==> src/rtl/pipelined_acc_pkg.sv <==
// rtl/pipelined_acc_pkg.sv - shared state encoding and mode constants for the accumulator engine
package pipelined_acc_pkg;

  typedef enum logic [1:0] {
    IDLE  = 2'd0,
    RUN   = 2'd1,
    DRAIN = 2'd2,
    DONE  = 2'd3
  } state_t;

  localparam logic MODE_ADD = 1'b0;
  localparam logic MODE_SUB = 1'b1;

endpackage

==> src/rtl/acc_operand_mem.sv <==
// rtl/acc_operand_mem.sv - DEPTH x WIDTH operand table, synchronous write, combinational read
// Deliberately unreset so the table contents survive an engine reset.
module acc_operand_mem #(
  parameter int WIDTH = 32,
  parameter int DEPTH = 64,
  localparam int AW = $clog2(DEPTH)
) (
  input  logic             clk,
  input  logic             we,
  input  logic [AW-1:0]    waddr,
  input  logic [WIDTH-1:0] wdata,
  input  logic [AW-1:0]    raddr,
  output logic [WIDTH-1:0] rdata
);

  logic [WIDTH-1:0] mem [DEPTH];

  always_ff @(posedge clk) begin
    if (we) mem[waddr] <= wdata;
  end

  assign rdata = mem[raddr];

endmodule

==> src/rtl/pipelined_accumulator_engine.sv <==
// rtl/pipelined_accumulator_engine.sv - fetch/accumulate pipeline over the operand table
// Optional feature: ACC_SATURATE_EN clamps the sum on carry/borrow instead of wrapping.
module pipelined_accumulator_engine
  import pipelined_acc_pkg::*;
#(
  parameter int WIDTH = 32,
  parameter int DEPTH = 64,
  localparam int AW = $clog2(DEPTH)
) (
  input  logic             clk,
  input  logic             reset,
  input  logic             wr_en,
  input  logic [AW-1:0]    wr_addr,
  input  logic [WIDTH-1:0] wr_data,
  input  logic             start,
  input  logic [AW:0]      len,
  input  logic             mode,
  output logic             busy,
  output logic             done,
  output logic [WIDTH-1:0] sum,
  output logic             overflow
);

  state_t           state;
  logic [AW-1:0]    idx;
  logic [AW:0]      n_reg;
  logic             mode_reg;
  logic [WIDTH-1:0] pipe_data;
  logic             pipe_valid;
  logic [WIDTH-1:0] rd_data;
  logic [AW:0]      len_eff;
  logic [WIDTH:0]   acc_ext;
  logic [WIDTH-1:0] sum_next;

  acc_operand_mem #(.WIDTH(WIDTH), .DEPTH(DEPTH)) u_mem (
    .clk   (clk),
    .we    (wr_en && (state == IDLE)),
    .waddr (wr_addr),
    .wdata (wr_data),
    .raddr (idx),
    .rdata (rd_data)
  );

  assign len_eff = (len > (AW+1)'(DEPTH)) ? (AW+1)'(DEPTH) : len;

  // Bit WIDTH of the extended result is the carry (add) or borrow (sub).
  always_comb begin
    acc_ext = '0;
    if (mode_reg == MODE_SUB) acc_ext = {1'b0, sum} - {1'b0, pipe_data};
    else                      acc_ext = {1'b0, sum} + {1'b0, pipe_data};
    sum_next = acc_ext[WIDTH-1:0];
`ifdef ACC_SATURATE_EN
    if (acc_ext[WIDTH]) sum_next = (mode_reg == MODE_SUB) ? '0 : '1;
`endif
  end

  always_ff @(posedge clk or negedge reset) begin
    if (!reset) begin
      state      <= IDLE;
      idx        <= '0;
      n_reg      <= '0;
      mode_reg   <= MODE_ADD;
      pipe_data  <= '0;
      pipe_valid <= 1'b0;
      sum        <= '0;
      overflow   <= 1'b0;
    end else begin
      if (pipe_valid) begin
        sum      <= sum_next;
        overflow <= overflow | acc_ext[WIDTH];
      end
      case (state)
        IDLE: begin
          if (start) begin
            n_reg      <= len_eff;
            mode_reg   <= mode;
            sum        <= '0;
            overflow   <= 1'b0;
            idx        <= '0;
            pipe_valid <= 1'b0;
            state      <= (len_eff == '0) ? DONE : RUN;
          end
        end
        RUN: begin
          pipe_data  <= rd_data;
          pipe_valid <= 1'b1;
          idx        <= idx + 1'b1;
          if ({1'b0, idx} == n_reg - 1'b1) state <= DRAIN;
        end
        DRAIN: begin
          pipe_valid <= 1'b0;
          state      <= DONE;
        end
        DONE: state <= IDLE;
        default: state <= IDLE;
      endcase
    end
  end

  assign busy = (state == RUN) || (state == DRAIN);
  assign done = (state == DONE);

endmodule

==> config.mk <==
export PLATFORM = sky130hd
export DESIGN_NAME = pipelined_accumulator_engine
export DESIGN_NICKNAME = d
export VERILOG_FILES = /design/src/rtl/pipelined_acc_pkg.sv /design/src/rtl/acc_operand_mem.sv /design/src/rtl/pipelined_accumulator_engine.sv
export SDC_FILE = /design/constraint.sdc
export NUM_CORES = 2
export LEC_CHECK = 0
export BUFFER_PORTS_ARGS = -buffer_cell sky130_fd_sc_hd__buf_2
export CAP_MARGIN = 5
export CORE_AREA = 3 3 414 416
export CTS_CLUSTER_SIZE = 12
export DETAILED_ROUTE_END_ITERATION = 12
export DIE_AREA = 0 0 417 419
export PLACE_DENSITY = 0.72
export SLEW_MARGIN = 40
export SYNTH_ARGS = -nofsm -noshare
export SYNTH_HDL_FRONTEND = slang
export SYNTH_HIERARCHICAL = 1
export SYNTH_SLANG_ARGS = --single-unit
==> constraint.sdc <==
create_clock -name clk -period 6 [get_ports clk]
set_input_delay 0.6 -clock clk [delete_from_list [all_inputs] [get_ports clk]]
set_output_delay 0.6 -clock clk [all_outputs]
set_load 0.02 [all_outputs]
==> flow_summary.ini <==
[die]
initial_utilization = 0.501
die_w_um = 417
core_mm2 = 0.168
die_y_um = 419
ioPinCount = 85
rows = 150
die-area_mm2 = 0.175

[place]
portBuffers = 84
dp_hpwl_um = 123000
gp_congestion = 0.885

[global_routing]
grt_pass1_vias = 42360
grt_max_degree = 91
grt_usage = 0.241
antenna_found_initial = 12
grt_pass1_wl_um = 303000
grt-ovfl-total = 0

[worst_setup_path]
critPathRequiredTime_ns = 6.76
crit_fanout = 8
r2r_setup_slack_ns = 2.00
rr_startpoint = pipe_data[6]
cp.arrival_ns = 4.76
startpoint_type = flip-flop
endpoint_kind = flip-flop
reg2regPathDepth = 16
critPathLaunch = pipe_data[6]
path_class = reg2reg

[clock_tree]
htree_levels = 4
clock_path_buffers = 3
clk_latency_ns = 0.83
cts.clk_slew.worst_paths_ns = 0.06
cts_buffers = 208
cts-resized-gates = 0
cts_tree = yes
cts_root_buf = clkbuf_16
cts.sinks = 2130

[sta]
setup_tns_ns = 0
rsz0062_at_grt = false
max_freq_mhz = 250
slew_violations = 0
slew-limit-headroom = 0.395
fin_crit_sh = 0.667
worst_pin_slew_ns = 0.906
finalHoldViolCount = 0
fin_worst_skew_ns = 0.0358
fin_crit_ns = 4.00
setup_viol = 0

[hold_path]
min_path_cells = 3
min_from = len[0]
hold_path.class = in2reg

[synth]
syn-cell-area_mm2 = 0.0840
ys.flop_type = edfxtp_1
syn_avg_cell_area_um2 = 21.1
synth_edf_count = 2048
ys_types = 75
yosysWarnings = 6
synthArstFlopShare = 0.0385
netlist_instances = 3988
ys_seq_area_frac = 0.757
synth_seq_cells = 2130
synth_nets = 4079

[power_and_ir_drop]
p_total_mw = 42.2
power_density_mw_per_mm2 = 443
power.leakage_nw = 30.1
ir_drop_uv = 253

[cells_and_area]
largestRegisters = u_mem/mem x2048, pipe_data x32, sum x32
drive_gt1_frac = 0.269
final_common_cell = edfxtp_1
final_cell_mix = 2048 x edfxtp_1, 544 x mux4_2, 215 x clkbuf_16
area_delta_synth_final_pct = 13.4
nNetsFinal = 4358
largest_register = u_mem/mem
largest_reg_flops = 2048

[detailed_routing]
via_count = 42635
drt-pass1-iter-count = 6
drtIter0Drc = 6438
viasPerCell = 6.46
drc = 0
wl_per_cell_um = 31.6
antenna_left = 0
wirelength_um = 209000

[job]
drv_cap = 0

[outcome]
status = finished, final reports clean
## cell usage after synthesis, types with 23 or more instances
cell type / count / area, um2
ha_1: 40 / 500
clkbuf_1: 103 / 387
edfxtp_1: 2048 / 61500
inv_1: 24 / 90.1
buf_1: 23 / 86.3
dfrtp_1: 82 / 2050
o21ai_0: 33 / 165
a21oi_1: 113 / 566
xnor2_1: 44 / 385
buf_2: 57 / 285
a21o_1: 30 / 225
mux2_2: 26 / 293
mux4_2: 544 / 12300
buf_4: 25 / 188
nor3_1: 27 / 135
nor2_1: 199 / 747
o22ai_1: 86 / 538
nand2_1: 89 / 334
mux2i_1: 112 / 1120
o221ai_1: 27 / 236
## report_power, final
part           leakage, nW  switching (mW)  internal (mW)
Clock                 2.93            5.20           6.70
Sequential            19.4           0.666           16.6
Combinational         7.77            7.37           5.64
Total                 30.1            13.2           29.0
## per-stage QoR
stage	hold slack [ns]	cells	util	setup WS (ns)	area [um2]
5_1_grt	0.0654	6594	0.568	1.72	95200
2_1_floorplan	0.304	3988	-	2.02	84000
6_report	0.0706	6595	0.568	2.00	95200
3_5_place_dp	0.482	6245	0.530	2.03	88900
4_1_cts	0.00251	6585	0.567	1.98	95000
3_3_place_gp	0.470	6192	0.524	1.95	87800
## final cells by class
cell class,instances,area [um2]
fill,11861,72400
sequential,2130,63600
multi-input combinational,1619,19800
clock buffer,288,5740
timing repair buffer,283,2910
tap,2204,2760
clock inverter,44,303
inverter,25,93.8
antenna,2,5.00
## metal layers
layer / global-route usage / vias to the layer above / wire [um]
met1: 0.354 / 22481 / 82100
li1: - / 17220 / -
met3: 0.0553 / 346 / 23800
met4: 0.0787 / 4 / 6780
met2: 0.362 / 2584 / 95900
met5: 0 / - / 22
## logic make-up after synthesis
logic type	Yosys count	synth area share
DFF	2130	0.757
xor gates and xnor gates	58	0.00605
buffers and inverters	239	0.0132
adders and majority gates	41	0.00620
and+or+nand+nor	453	0.0253
muxes	682	0.163
AOI/OAI and AO/OA	385	0.0298
## critical path, stage by stage (launching register included)
cell and delay, ns:
dfrtp_1 0.50, inv_1 0.33, nand2_1 0.16, nor3_2 0.19, nand3_1 0.14, nor3b_1 0.38, a21oi_1 0.14, xnor2_1 0.16
ha_1 0.43, and2_1 0.28, nand2_1 0.11, nor2_1 0.16, nand2_1 0.07, a21oi_1 0.33, o2111ai_1 0.23, a21bo_1 0.22
nand3_1 0.08
## what timing repair did
item,CTS,global route
hold buffers,8,0
buffers inserted,0,0
hold endpoints to repair,89,0
## path summary, 6_finish.rpt
path                            endpoint
worst max-delay path             sum[31]
worst min-delay path            n_reg[0]
worst max register to register   sum[31]
worst min register to register  overflow
max in group asynchronous         idx[2]
min in group asynchronous       n_reg[4]
(Power assumes the default switching activity.)
